===== config.mk =====
export PLATFORM = sky130hd
export DESIGN_NAME = des_key_sched_ctrl
export DESIGN_NICKNAME = d
export VERILOG_FILES = /design/src/rtl/des_pkg.sv /design/src/rtl/pc1.sv /design/src/rtl/pc2.sv /design/src/rtl/des_key_sched_ctrl.sv
export SDC_FILE = /design/constraint.sdc
export NUM_CORES = 1
export LEC_CHECK = 0
export CAP_MARGIN = 20
export CORE_MARGIN = 2
export CORE_UTILIZATION = 45
export CTS_CLUSTER_DIAMETER = 50
export DETAILED_ROUTE_END_ITERATION = 12
export PLACE_DENSITY_LB_ADDON = 0.3
export SLEW_MARGIN = 0
export SYNTH_ARGS = -nofsm -noshare
export SYNTH_HDL_FRONTEND = slang
export SYNTH_SLANG_ARGS = --single-unit

===== constraint.sdc =====
create_clock -name clk -period 5.93 [get_ports clk]
set_clock_uncertainty 0.15 [all_clocks]
set_input_delay 1.4825 -clock clk [delete_from_list [all_inputs] [get_ports clk]]
set_output_delay 1.4825 -clock clk [all_outputs]
set_load 0.02 [all_outputs]

===== src/rtl/des_pkg.sv =====
// Shared constants for the DES key schedule: widths, PC-1 selection, rotation schedule, FSM states.
package des_pkg;

  localparam int KEY_W    = 64;
  localparam int CD_W     = 56;
  localparam int HALF_W   = 28;
  localparam int SUBKEY_W = 48;
  localparam int ROUNDS   = 16;

  localparam logic [3:0] LAST_ROUND = 4'(ROUNDS - 1);

  // PC-1: entry j is the DES key bit number (1-based) that becomes CD bit j+1.
  localparam int PC1_TBL [CD_W] = '{
    57, 49, 41, 33, 25, 17,  9,
     1, 58, 50, 42, 34, 26, 18,
    10,  2, 59, 51, 43, 35, 27,
    19, 11,  3, 60, 52, 44, 36,
    63, 55, 47, 39, 31, 23, 15,
     7, 62, 54, 46, 38, 30, 22,
    14,  6, 61, 53, 45, 37, 29,
    21, 13,  5, 28, 20, 12,  4
  };

  // Left-rotation amount for rounds 1..16 (index 0 = round 1); totals 28.
  localparam logic [1:0] SHIFT_SCHED [ROUNDS] = '{
    2'd1, 2'd1, 2'd2, 2'd2, 2'd2, 2'd2, 2'd2, 2'd2,
    2'd1, 2'd2, 2'd2, 2'd2, 2'd2, 2'd2, 2'd2, 2'd1
  };

  typedef enum logic {
    ST_IDLE  = 1'b0,
    ST_ROUND = 1'b1
  } sched_state_e;

endpackage


===== src/rtl/pc1.sv =====
// PC-1 permuted choice: selects the 56 key bits into C0/D0, dropping the eight parity bits.
module pc1
  import des_pkg::*;
(
  input  logic [KEY_W-1:0] i_key,
  output logic [CD_W-1:0]  o_cd
);

  // Parity bits (DES bits 8,16,...,64) carry no key material; folded here only to keep them visibly consumed.
  logic w_parity_unused;
  assign w_parity_unused = ^{i_key[56], i_key[48], i_key[40], i_key[32],
                             i_key[24], i_key[16], i_key[8],  i_key[0]};

  // DES bit n of a W-bit bus lives at index W-n.
  for (genvar j = 0; j < CD_W; j++) begin : g_sel
    assign o_cd[CD_W-1-j] = i_key[KEY_W-PC1_TBL[j]];
  end

endmodule


===== src/rtl/pc2.sv =====
// PC-2 permuted choice: compresses the 56-bit C/D state into a 48-bit round subkey.
module pc2
  import des_pkg::*;
(
  input  logic [CD_W-1:0]     i_cd,
  output logic [SUBKEY_W-1:0] o_subkey
);

  localparam int PC2_TBL [SUBKEY_W] = '{
    14, 17, 11, 24,  1,  5,
     3, 28, 15,  6, 21, 10,
    23, 19, 12,  4, 26,  8,
    16,  7, 27, 20, 13,  2,
    41, 52, 31, 37, 47, 55,
    30, 40, 51, 45, 33, 48,
    44, 49, 39, 56, 34, 53,
    46, 42, 50, 36, 29, 32
  };

  // CD bits 9,18,22,25,35,38,43,54 are never selected by PC-2.
  logic w_drop_unused;
  assign w_drop_unused = ^{i_cd[47], i_cd[38], i_cd[34], i_cd[31],
                           i_cd[21], i_cd[18], i_cd[13], i_cd[2]};

  for (genvar j = 0; j < SUBKEY_W; j++) begin : g_sel
    assign o_subkey[SUBKEY_W-1-j] = i_cd[CD_W-PC2_TBL[j]];
  end

endmodule


===== src/rtl/des_key_sched_ctrl.sv =====
// DES key schedule sequencer: accepts a key, then hands out 16 PC-2 subkeys over valid/ready,
// in encrypt (K1..K16) or decrypt (K16..K1) order.
//
// state    | meaning
// ---------+------------------------------------------------------------
// ST_IDLE  | waiting for a key; key_ready=1
// ST_ROUND | presenting PC2(cd) for round r_rcnt; advances on subkey_ready
module des_key_sched_ctrl
  import des_pkg::*;
(
  input  logic                clk,
  input  logic                rst_n,
  input  logic [KEY_W-1:0]    key_in,
  input  logic                decrypt,
  input  logic                key_valid,
  output logic                key_ready,
  output logic [SUBKEY_W-1:0] subkey,
  output logic                subkey_valid,
  input  logic                subkey_ready,
  output logic [3:0]          round_idx,
  output logic                done
);

  sched_state_e      r_state, w_state_nxt;
  logic [CD_W-1:0]   r_cd, w_cd_nxt;
  logic [3:0]        r_rcnt, w_rcnt_nxt;
  logic              r_mode, w_mode_nxt;
  logic              r_done, w_done_nxt;
  logic [CD_W-1:0]   w_pc1;

  // Rotates C and D independently by 1 or 2 places; left walks toward DES bit 1 (the MSB).
  function automatic logic [CD_W-1:0] rot_cd(input logic [CD_W-1:0] cd,
                                             input logic [1:0]      amt,
                                             input logic            left);
    logic [HALF_W-1:0] c;
    logic [HALF_W-1:0] d;
    c = cd[CD_W-1:HALF_W];
    d = cd[HALF_W-1:0];
    if (left) begin
      if (amt == 2'd2) begin
        c = {c[HALF_W-3:0], c[HALF_W-1:HALF_W-2]};
        d = {d[HALF_W-3:0], d[HALF_W-1:HALF_W-2]};
      end else begin
        c = {c[HALF_W-2:0], c[HALF_W-1]};
        d = {d[HALF_W-2:0], d[HALF_W-1]};
      end
    end else begin
      if (amt == 2'd2) begin
        c = {c[1:0], c[HALF_W-1:2]};
        d = {d[1:0], d[HALF_W-1:2]};
      end else begin
        c = {c[0], c[HALF_W-1:1]};
        d = {d[0], d[HALF_W-1:1]};
      end
    end
    return {c, d};
  endfunction

  pc1 u_pc1 (
    .i_key (key_in),
    .o_cd  (w_pc1)
  );

  pc2 u_pc2 (
    .i_cd     (r_cd),
    .o_subkey (subkey)
  );

  assign round_idx = r_rcnt;
  assign done      = r_done;

  // State register.
  always_ff @(posedge clk or negedge rst_n) begin
    if (!rst_n) begin
      r_state <= ST_IDLE;
    end else begin
      r_state <= w_state_nxt;
    end
  end

  // Schedule datapath registers: C/D state, round counter, latched mode, done pulse.
  always_ff @(posedge clk or negedge rst_n) begin
    if (!rst_n) begin
      r_cd   <= '0;
      r_rcnt <= '0;
      r_mode <= 1'b0;
      r_done <= 1'b0;
    end else begin
      r_cd   <= w_cd_nxt;
      r_rcnt <= w_rcnt_nxt;
      r_mode <= w_mode_nxt;
      r_done <= w_done_nxt;
    end
  end

  // Next-state, datapath update and handshake outputs.
  // Decrypt starts from C0D0 (== C16D16) and walks backwards, undoing S[16], S[15], ... in turn.
  always_comb begin
    w_state_nxt  = r_state;
    w_cd_nxt     = r_cd;
    w_rcnt_nxt   = r_rcnt;
    w_mode_nxt   = r_mode;
    w_done_nxt   = 1'b0;
    key_ready    = 1'b0;
    subkey_valid = 1'b0;
    case (r_state)
      ST_IDLE: begin
        key_ready = 1'b1;
        if (key_valid) begin
          w_mode_nxt  = decrypt;
          w_cd_nxt    = decrypt ? w_pc1 : rot_cd(w_pc1, SHIFT_SCHED[0], 1'b1);
          w_rcnt_nxt  = '0;
          w_state_nxt = ST_ROUND;
        end
      end
      ST_ROUND: begin
        subkey_valid = 1'b1;
        if (subkey_ready) begin
          if (r_rcnt == LAST_ROUND) begin
            w_state_nxt = ST_IDLE;
            w_done_nxt  = 1'b1;
            w_rcnt_nxt  = '0;
          end else begin
            w_rcnt_nxt = r_rcnt + 4'd1;
            if (r_mode) begin
              w_cd_nxt = rot_cd(r_cd, SHIFT_SCHED[LAST_ROUND - r_rcnt], 1'b0);
            end else begin
              w_cd_nxt = rot_cd(r_cd, SHIFT_SCHED[r_rcnt + 4'd1], 1'b1);
            end
          end
        end
      end
      default: begin
        w_state_nxt = ST_IDLE;
      end
    endcase
  end

endmodule


* Yosys cells after proc, flatten, opt, wreduce, memory -nomap -nowiden *
Memory sizes are Yosys's and may differ from the RTL's.
Index checks and enable logic that the tools add are counted.

storage, ports and cells
  logic and storage cells = 50
  memories = 2
  ROM bits = 64
  register bits after elaboration = 63
  input bits = 69
  output and inout port bits = 55

operators by class
  reduce and logical (&&, ||, !) cells = 3
  $lt $le $gt $ge = 2
  equality and inequality tests = 6
  bitwise logic cells = 3
  muxes and demuxes = 27
  add/subtract/negate cells = 2

memory list
  name              depth  width  read ports  clocked after memory_dff  write ports  line                       source
  (name not given)  16     2      1           0                         0            des_key_sched_ctrl.sv:128  w_cd_nxt = rot_cd(r_cd, SHIFT_SCHED[r_rcnt + 4'd1], 1'b1);
  (name not given)  16     2      1           0                         0            des_key_sched_ctrl.sv:126  w_cd_nxt = rot_cd(r_cd, SHIFT_SCHED[LAST_ROUND - r_rcnt], 1'b0);

operators by type and width
  operator                                      number
  2-to-1 mux 56 bit                             5
  2-to-1 mux 28 bit                             4
  one-hot mux 56 bit (2 select lines)           1
  2-to-1 mux 4 bit                              3
  >= comparator 5 bit (second input constant)   2
  inverter 4 -> 5 bit                           2
  2-to-1 mux 1 bit                              8
  2-to-1 mux 2 bit                              4
  one-hot mux 4 bit (2 select lines)            1
  != test 2 bit (second input constant)         3
  adder 4 x 1 -> 4 bit (second input constant)  1
  equality test 2 bit (second input constant)   2
  equality test 4 bit (second input constant)   1
  AND reduction 2 bit                           2
  subtractor 4 bit (first input constant)       1
  AND reduction 3 bit                           1
  one-hot mux 1 bit (2 select lines)            1
  inverter 1 bit                                1

* Longest topological paths before layout *
  depth in word-level cells = 11
  gate-level depth with buffers = 9
  depth with buffers taken out = 7

* Cells and area by module *
A second synthesis with hierarchy kept.

second synthesis, totals
  cell total of the unflattened synthesis = 675
  area, all modules = 6074.6 um2

by module, submodules not included
  module              instances  area an instance (um2)  seq. area each (um2)  cells each
  des_key_sched_ctrl  1          5293.8                  1576.5                571
  pc1                 1          420.4                   0.0                   56
  pc2                 1          360.3                   0.0                   48

* Worst setup path before layout *
No wires, ideal clock.

  kind = input-to-reg
  from = input port key_valid
  to = register r_cd[10]
  buffers on the path = 3
  stages on the path = 7
  setup time = 0.077 ns
  data arrival time = 2.572 ns
  path slack = 3.131 ns
  cells stage by stage = nor2b_1 > clkbuf_1 > nand2b_1 > clkbuf_1 > clkbuf_1 > o21ai_0 > a21oi_1

on the way
  cells in the longest elaborated chain, start to end = 2

RTL lines
  what                                  line                      source
  from (decl)                           des_key_sched_ctrl.sv:15  input logic key_valid,
  != test 2 bit (no source line)        -
  AND reduction 3 bit (no source line)  -
  to (signal assigned)                  des_key_sched_ctrl.sv:89  r_cd <= w_cd_nxt;
  to (decl)                             des_key_sched_ctrl.sv:25  logic [CD_W-1:0] r_cd, w_cd_nxt;

No other way between the ends.
A chain may end at the register's enable or synchronous reset.

* Final worst setup path *
  from = register r_rcnt[1], in the netlist round_idx[1]
  to = register r_cd[23]

on the way
  cells in the longest elaborated chain, start to end = 11
  elaborated cells between the ends (all ways) = 21
  those cells by class = add/sub: 2; eq/ne: 4; mux: 10; bitwise: 2; reduce/logical: 1; memory: 2

RTL lines
  what                                                             line                                                  source
  from (decl)                                                      des_key_sched_ctrl.sv:26                              logic [3:0] r_rcnt, w_rcnt_nxt;
  from (signal assigned)                                           des_key_sched_ctrl.sv:90                              r_rcnt <= w_rcnt_nxt;
  adder 4 x 1 -> 4 bit / subtractor 4 bit (equally long branches)  des_key_sched_ctrl.sv:128, des_key_sched_ctrl.sv:126
  inverter 4 -> 5 bit, on equally long branches                    des_key_sched_ctrl.sv:128, des_key_sched_ctrl.sv:126
  memory read (16 x 2 bit), on equally long branches               -
  2-to-1 mux 2 bit, on equally long branches (2 in series)         des_key_sched_ctrl.sv:128, des_key_sched_ctrl.sv:126
  equality test 2 bit, on equally long branches                    -
  2-to-1 mux 28 bit, on equally long branches                      des_key_sched_ctrl.sv:40, des_key_sched_ctrl.sv:48
  2-to-1 mux 56 bit                                                des_key_sched_ctrl.sv:125                             if (r_mode) begin
  2-to-1 mux 56 bit                                                des_key_sched_ctrl.sv:119                             if (r_rcnt == LAST_ROUND) begin
  2-to-1 mux 56 bit                                                des_key_sched_ctrl.sv:118                             if (subkey_ready) begin
  one-hot mux 56 bit (2 select lines)                              des_key_sched_ctrl.sv:106                             case (r_state)

Several ways; a longest one is shown, not always the timed one. The select of a mux whose other input is x is not followed.

==> summary.md <==
| Metric | Value |
|---|---|
| Iter 0 DRT Violations | 493 |
| Layout Utilization | 0.551 |
| Post-synthesis sequential area ratio | 0.279 |
| Hold WS | ~0.46 ns |
| Grt total ovfl | 0 |
| Synth cell count leaders | nand3_1 (116), dfrtp_1 (63), o21ai_0 (62) |
| Post-synth ARST share | 1.00 |
| Startpoint types | flip-flop |
| FF-to-FF path depth | 7 |
| Post-Synth XOR/XNOR Area | 0 |
| Synth area leaders | dfrtp_1 (28%), mux2_2 (11%), a221oi_2 (11%), nand3_1 (10%), mux2i_1 (9.9%) |
| Critical Path End | r_cd[23] |
| VDD IR max | approximately 0.33 mV |
| Post-Synthesis Cells | 619 |
| Launch point of the worst path | round_idx[1] |
| Post-synthesis mux area share | 0.211 |
| Tmin final | 3.53 ns |
| Pre-antenna DRT Iters | 4 |
| Layout area overhead | 18.4% |
| Final period util | 0.595 |
| N_diodes | 0 |
| Metal-1 WL | about 7000 µm |
| Pwr per Cell Area | 588 mW/mm² |
| Vias in the first global route | around 4800 |
| CTS tree | built |
| Status | complete, no violations |
| Critical path fanouts, max | 38 |
| Post-CTS Setup Bufs | 0 |
| Actual slew at the worst max-slew pin | slightly below 1 ns |
| Worst r2r dst | r_cd[23] |
| Share of layout cells above drive strength 1 | 0.195 |
| Cell variety after synth | 32 |
| Power consumption | 3.94 mW |
| Worst hold-check path type | flip-flop to flip-flop |
| CP Capture Type | flip-flop |
| Drt drc | 0 |
| P_leak | 2.44 nW |
| Syn nets | 694 |
| Clock transition at the registers of the reported paths | 0.06 ns |
| Max-cap violation count | 0 |
| Count leader, synth | nand3_1 |
| Ys flop type | dfrtp_1 |
| Largest net degree at the start of global routing | 64 |
| Max H-tree Level | 3 |
| RSZ-0062 raised after global routing | false |
| #FFs+latches synth | 63 |
| Final WL | around 16000 µm |
| RD Place Congestion | 0.791 |
| Final instance area | 0.00670 mm² |
| Root buf cell | clkbuf_16 |
| Row Count | 40 |
| Max Root-Sink Buffers | 2 |
| Die span in y | 116 µm |
| CP Data Arrival Time | 3.58 ns |
| Combinational family with the most area after synthesis | compound AO/OA/AOI/OAI gates |
| Slowest CP cell | o31ai_4 |
| First-pass GRT wire length | 24800 µm |
| Fin. max-slew vios | 0 |
| GRT Overall Usage | 0.229 |
| Adder-cell share of the synthesized area | 0.0133 |
| R2R Path Start | round_idx[1] |
| Placed Area | around 0.0064 mm² |
| Gates resized, CTS repair | 0 |
| Wirelength per Cell | roughly 19 µm |
| Vias | roughly 5000 |
| Hpwl dp | 9770 µm |
| Full die area | 0.0135 mm² |
| Yosys Warn Count | 0 |
| I/O pin total | between 100 and 150 |
| Largest stage delay on the critical path | 0.84 ns |
| R2R Setup Slk | roughly 2.4 ns |
| Clock sinks | 63 |
| Cell Area, Synth | roughly 0.0057 mm² |
| Worst skew pair latency | 0.33 ns |
| WL met3 | 910 µm |
| Max Used Layer | met4 |
| Hold buffers post-CTS | 0 |
| Antenna Violating Nets Remaining | 0 |
| Layout Nets | 717 |
| Number of flops mapped to enable cells by yosys | 0 |
| Worst path cell trace | ha_1 > nor3b_1 > o31ai_4 > buf_4 > mux2_2 > a221oi_2 > a21oi_1 |
| Die Wd | 116 µm |
| Most area-hungry cell type in the Yosys netlist | dfrtp_1 |
| Crit Path Category | flip-flop to flip-flop |
| Synth top area share | 0.279 |
| Initial Utilization | 0.465 |
| Filler instances | 1095 |
| Synth Area per Inst | about 9.1 µm² |
| WP data required | 5.98 ns |
| Core area | 0.0122 mm² |
| Max Clk Rate | 283 MHz |
| TritonCTS Buffers | 9 |
| Met2 wire length | 7500 µm |
| Setup TNS | 0 ns |
| Initial antenna violation count | 0 |
| Worst slew margin | 0.340 |
| Post-synthesis compound-gate area fraction | 0.252 |
| Simple-gate share of the synthesized area | 0.119 |
| DR vias/cell | 6.20 |
| Setup Viol. Count Final | 0 |
| PortBufs | 115 |
| Final hold violations | 0 |
routing by layer:
metal,vias to the layer above,track usage
met5,-,0
met4,0,0.0714
met3,18,0.0343
met2,179,0.372
met1,2481,0.317
li1,2364,-
how the worst min path moves through the flow:
stage                         from  endpoint  slack [ns]  cells after the start
after CTS                 r_cd[34]  r_cd[35]        0.46                      2
final                     r_cd[34]  r_cd[35]        0.46                      2
after global placement    r_cd[34]  r_cd[35]        0.45                      2
after detailed placement  r_cd[34]  r_cd[35]        0.45                      2
after floorplan           r_cd[42]  r_cd[44]        0.41                      2
after global routing      r_cd[34]  r_cd[35]        0.48                      2
report_power, final:
group,switching [mW],internal [mW]
Combinational,1.30,1.14
Sequential,0.381,0.638
Clock,0.186,0.301
cell usage in the layout (no fill, tap or decap), types with 2 or more instances in the layout:
| cell type | Yosys | layout |
|---|---|---|
| clkbuf_16 | 0 | 9 |
| nand3_1 | 116 | 115 |
| inv_1 | 5 | 5 |
| a221oi_2 | 40 | 40 |
| o21ai_0 | 62 | 62 |
| a21oi_1 | 57 | 57 |
| nor3b_1 | 2 | 2 |
| a21boi_0 | 2 | 2 |
| dfrtp_1 | 63 | 62 |
| buf_4 | 56 | 12 |
| clkbuf_8 | 0 | 2 |
| clkbuf_1 | 35 | 2 |
| clkdlybuf4s50_1 | 0 | 113 |
| a221oi_1 | 16 | 16 |
| mux2i_1 | 56 | 56 |
| nand2_1 | 5 | 5 |
| nor2b_1 | 3 | 2 |
| ha_1 | 6 | 6 |
| nor2_1 | 3 | 3 |
| mux2_2 | 56 | 56 |
worst max-delay path: cells and delay by family, from the launching register on:
family,cells,cell delay [ns]
buffers and inverters,1,0.57
DFF,1,0.53
AOI/OAI and AO/OA,3,1.20
adders and majority gates,1,0.39
and+or+nand+nor,1,0.13
muxes,1,0.40
registers in the layout, summed over array words and instances (netlist names):
signal and flops:
done 1, r_cd 56, r_mode 1, r_state 1
round_idx 4
cell families (layout without fill, tap and decap cells):
family / Yosys count / after routing
AOI/OAI and AO/OA: 186 / 186
and+or+nand+nor: 133 / 133
buffers and inverters: 119 / 145
muxes: 112 / 112
DFF: 63 / 63
adders and majority gates: 6 / 6
cell type report:
| class | instances | area, µm² | share of cell area |
|---|---|---|---|
| inverters | 5 | 18.8 | 0.00280 |
| clock inverters | 1 | 5.00 | 0.000747 |
| repair buffers | 126 | 1230 | 0.183 |
| well taps | 168 | 210 | 0.0314 |
| clock buffers | 13 | 260 | 0.0389 |
| multi-input cells | 437 | 3400 | 0.507 |
| flip-flops and latches | 63 | 1580 | 0.236 |
per-stage QoR:
stage | setup WS (ns) | cells
floorplan | 3.13 | 619
global placement | 2.26 | 799
detailed placement | 2.17 | 799
CTS | 2.44 | 813
global route | 2.23 | 813
finish | 2.40 | 813
No activity file was read; power rests on OpenSTA's default activity.
==> patch 1 (config.mk and constraints unchanged) <==
Reset style: synchronous (`rst_n`), changed in 2 clocked blocks.
--- a/src/rtl/des_key_sched_ctrl.sv
+++ b/src/rtl/des_key_sched_ctrl.sv
@@ -72,3 +72,3 @@
   // State register.
-  always_ff @(posedge clk or negedge rst_n) begin
+  always_ff @(posedge clk) begin
     if (!rst_n) begin
@@ -81,3 +81,3 @@
   // Schedule datapath registers: C/D state, round counter, latched mode, done pulse.
-  always_ff @(posedge clk or negedge rst_n) begin
+  always_ff @(posedge clk) begin
     if (!rst_n) begin
Check against the original RTL: differs if rst_n is asserted again (counterexample within 4 cycles, from zero or initial values and one cycle with rst_n low); with rst_n held inactive, the same outputs for 4 cycles.
==> patch 1 against the original RTL <==
Critical endpoint is now r_cd[48]; global-route usage up 2.5 points; cell area up 9.0%; die area up 11%; critical path type unchanged; routed wire length up 25%; worst setup slack worse by 0.16 ns; area after synthesis up 11%; sequential cell count unchanged.
Power is left out: it rests on default switching activity, and per cell area and clock period it moved more than threefold.
==> patch 1: results <==
metrics = {
    "status": {
        "status": "finished clean",
    },
    "worst_setup_path": {
        "crit_fanout": 57,
        "path_class": "register to register",
        "startpoint_type": "register",
        "cp.arrival_ns": 3.70,
    },
    "min_path": {
        "min_path_type": "register to register",
    },
    "cts": {
        "postCtsSetupBuffers": 0,
        "cts_buffers": 9,
        "clockBufferDepth": 2,
        "root_buffer": "clkbuf_16",
        "clock_latency_ns": 0.33,
        "clkTransAtPathRegs_ns": 0.05,
        "h-tree-depth": 3,
        "ctsResizeCount": 0,
    },
    "cells_and_area": {
        "filler_cell_count": 1310,
        "largest_reg_flops": 56,
        "insertedDiodeCount": 0,
        "drive_gt1_frac": 0.1061,
        "regMostFlops": "r_cd",
        "final_nets": 844,
    },
    "global_routing": {
        "antenna_found_initial": 0,
        "grt_usage": 0.2540,
        "grt_pass1_vias": 5898,
        "grt_max_degree": 65,
        "grt_pass1_wl_um": 30940,
    },
    "placement": {
        "routabilityCongestion": 0.7986,
        "post_dp_cell_area_um2": 7024,
        "io_buffers": 115,
        "dp_hpwl_um": 11400,
    },
    "yosys": {
        "synth_flop_cell": "dfxtp_1",
        "synthAdderAreaFrac": 0.01193,
        "ys_async_sr_fraction": 0,
        "synth_xor_area_frac": 0,
        "synth_cell_types": 39,
        "synth_fp_nets": 834,
        "yosys-top-cells-area": "dfxtp_1 20%, mux2i_1 18%, o211ai_2 8.0%",
        "synth_mux_area_frac": 0.1799,
        "ys_seq_area_frac": 0.2004,
        "synth_warnings": 0,
        "synthTopCellsByCount": "112 x mux2i_1, 63 x dfxtp_1, 63 x nand3_1, 62 x nand2_1",
        "synth-compound-area-share": 0.2685,
    },
    "route": {
        "dr.pass1.iters": 5,
        "wl_um": 19430,
        "viasPerCell": 6.592,
        "ant_nets": 0,
        "first_iter_violations": 752,
    },
    "timing": {
        "tightest_slew_ns": 1.034,
    },
    "floorplanning": {
        "start_util": 0.4570,
    },
}
patch 1: changes by cell type in the layout (fill, tap and decap cells not counted), moves of 50 or more:
cell | before | now
a21o_1 | 1 | 56
a21oi_1 | 57 | 7
a2bb2oi_1 | 0 | 56
dfrtp_1 | 62 | 0
dfxtp_1 | 0 | 62
mux2_2 | 56 | 1
mux2i_1 | 56 | 112
nand2_1 | 5 | 61
nand3_1 | 115 | 62
nand4_1 | 0 | 58
nor3_1 | 1 | 58
o21ai_0 | 62 | 3
patch 1: final timing paths:
path | cells after the start | slack (ns) | startpoint | end
worst min-delay path | 2 | 0.39 | r_mode | r_mode
worst max register to register | 9 | 2.24 | round_idx[0] | r_cd[48]
worst min register to register | 2 | 0.39 | r_mode | r_mode
worst max-delay path | 9 | 2.24 | round_idx[0] | r_cd[48]
patch 1: stage by stage:
step	cells	worst slack (ns)
global route	953	2.080
floorplan	759	2.881
detailed placement	938	2.172
finish	953	2.245
CTS	953	2.300
global placement	936	2.014
patch 1: layer usage:
metal | track usage | vias up | wire length, um
met1 | 0.3407 | 3067 | 8407
li1 | - | 2877 | -
met2 | 0.4132 | 311 | 9336
met4 | 0.08405 | 0 | 305
met5 | 0 | - | 0
met3 | 0.04368 | 27 | 1385
patch 1: area by class of cell:
cell class | count | area, um^2 | share of cell area
Clock buffer | 15 | 277.8 | 0.03804
Inverter | 5 | 18.77 | 0.002570
Multi-Input combinational cell | 564 | 4267 | 0.5843
Sequential cell | 63 | 1262 | 0.1729
Tap cell | 180 | 225.2 | 0.03084
Timing Repair Buffer | 126 | 1251 | 0.1714
patch 1: cells by family after synthesis:
| logic type | after synthesis |
|---|---|
| simple gates | 258 |
| compound gates | 187 |
| buf+inv | 132 |
| mux | 113 |
| flops | 63 |
| fa+ha+maj | 6 |
patch 1: critical path, cell delays in order, from the launching register on:
cell,delay (ns)
dfxtp_1,0.53
inv_1,0.18
ha_1,0.29
nor4b_2,0.38
a211oi_1,0.11
nand3_2,0.09
buf_4,0.58
and3b_2,0.28
buf_4,0.70
o211ai_1,0.23
==> patch 2 (same flow settings) <==
Without the edit above. Register the inputs `key_in`, `key_valid` and `subkey_ready` before use, cleared by the reset. The logic sees them one clock later. The other inputs are not delayed to match.
--- a/src/rtl/des_key_sched_ctrl.sv
+++ b/src/rtl/des_key_sched_ctrl.sv
@@ -22,2 +22,18 @@
 );
+
+  logic [KEY_W-1:0] key_q;
+  logic key_valid_q;
+  logic subkey_ready_q;
+
+  always_ff @(posedge clk or negedge rst_n) begin
+    if (!rst_n) begin
+      key_q          <= '0;
+      key_valid_q    <= '0;
+      subkey_ready_q <= '0;
+    end else begin
+      key_q          <= key_in;
+      key_valid_q    <= key_valid;
+      subkey_ready_q <= subkey_ready;
+    end
+  end
 
@@ -59,3 +75,3 @@
   pc1 u_pc1 (
-    .i_key (key_in),
+    .i_key (key_q),
     .o_cd  (w_pc1)
@@ -108,3 +124,3 @@
         key_ready = 1'b1;
-        if (key_valid) begin
+        if (key_valid_q) begin
           w_mode_nxt  = decrypt;
@@ -117,3 +133,3 @@
         subkey_valid = 1'b1;
-        if (subkey_ready) begin
+        if (subkey_ready_q) begin
           if (r_rcnt == LAST_ROUND) begin
Check against the original RTL: not equivalent (a bounded check fails within 4 cycles, from zero or initial values and one cycle with rst_n low).
==> patch 2 against the original RTL <==
Total power grew 25%; die area is 29% higher; routed wire length is 22% higher; first-iteration DRC count increased by 46%; area after synthesis is 30% higher; clock power is 110% higher; sequential power increased by 46%; cell area is 30% higher; global-route usage shrank 0.87 points; worst setup slack gained 0.082 ns; sequential cell count rose by 58; count of clock-buffer cells in the layout rose by 11; utilization decreased by 0.20 points; fmax rose by 2.4%; largest cell class unchanged; largest power group unchanged.
==> patch 2: results <==
metrics = {
    "status": {
        "status": "finished clean",
    },
    "worst_setup_path": {
        "worstReg2RegEnd": "r_cd[8]",
        "cp.arrival_ns": 3.62,
        "crit_fanout": 58,
        "ff2ff_setup_slack_ns": 2.48,
        "rr_worst_depth": 5,
    },
    "route": {
        "dr.pass1.iters": 5,
        "wl_met3_um": 1277,
        "routedWlPerCell_um": 19.16,
        "first_iter_violations": 718,
        "route.met2.wl_um": 8588,
        "drt-met1-wl_um": 8750,
    },
    "cells_and_area": {
        "drive_gt1_frac": 0.09548,
        "filler_cell_count": 1434,
        "final_nets": 838,
    },
    "power": {
        "leakage_nw": 3.336,
        "ir_drop_mv": 0.3294,
    },
    "min_path": {
        "whs_path_depth": 2,
        "hold_end": "r_state",
        "hold_path_startpoint": "key_valid_q",
    },
    "placement": {
        "post_dp_cell_area_um2": 8063,
        "routabilityCongestion": 0.7921,
        "dp_hpwl_um": 10360,
    },
    "yosys": {
        "synthTopCellsByCount": "121 x dfrtp_1, 60 x nand2_1, 60 x nand3_1, 58 x a21oi_1",
        "synth_mux_area_frac": 0.1625,
        "synthAdderAreaFrac": 0.01024,
        "synth_fp_nets": 818,
    },
    "cts": {
        "postCtsSetupBuffers": 0,
        "h-tree-depth": 4,
        "ctsResizeCount": 0,
        "cts_buffers": 17,
        "clock_latency_ns": 0.41,
    },
    "global_routing": {
        "grtUsageMet3": 0.04784,
        "grt_use_met2": 0.3293,
        "grt_pass1_wl_um": 31570,
        "grt_max_degree": 116,
        "grt_pass1_vias": 5901,
        "grt_usage": 0.2204,
    },
    "timing": {
        "relSlewSlack": 0.2522,
    },
    "floorplanning": {
        "die_width_um": 131.6,
    },
}
==> patch 2: cell count changes in the layout (fill, tap and decap cells not counted), sizes merged, moves of 55 or more <==
cell / delta
nand3: -56
o211ai: +55
o21ai: -56
a31oi: +57
a221oi: -56
dfrtp: +58
nand2: +55
o31ai: +57
==> patch 2: power by group <==
group	internal, mW	switching (mW)
combinational	1.12	1.32
clock	0.638	0.371
sequential	1.05	0.437
==> patch 2: area by class of cell <==
cell class                      count  area share
Clock buffer                       24     0.05872
Clock inverter                      7    0.007466
Inverter                            4    0.001723
Multi-Input combinational cell    494      0.4073
Sequential cell                   121      0.3476
Tap cell                          216     0.03101
Timing Repair Buffer              125      0.1462
==> patch 2: metrics by stage <==
| stage | utilization | hold slack (ns) | power [mW] | setup slack, ns | instances |
|---|---|---|---|---|---|
| 5_1_grt | 0.5486 | 0.4212 | 5.209 | 2.366 | 991 |
| 4_1_cts | 0.5439 | 0.3743 | 4.871 | 2.402 | 988 |
| 3_3_place_gp | 0.5076 | 0.3587 | 3.764 | 2.547 | 957 |
| 3_5_place_dp | 0.5076 | 0.3488 | 3.829 | 2.487 | 957 |
| 2_1_floorplan | - | 0.3112 | 3.378 | 3.170 | 743 |
| 6_report | 0.5486 | 0.3673 | 4.939 | 2.483 | 991 |
==> patch 2: worst max-delay path by stage <==
stage	from	end	slack (ns)	depth (start not counted)
finish	r_mode	r_cd[8]	2.48	5
floorplan	decrypt	r_cd[13]	3.17	7
detailed placement	r_mode	r_cd[21]	2.49	4
global route	r_mode	r_cd[8]	2.37	5
global placement	r_mode	r_cd[8]	2.55	4
CTS	r_mode	r_cd[8]	2.40	4
==> patch 2: worst max-delay path, stage by stage, from the launching register on <==
cell     delay, ns
dfrtp_2       0.81
inv_2         1.02
o21a_2        0.71
buf_16        0.26
nand3_1       0.12
a31oi_1       0.25
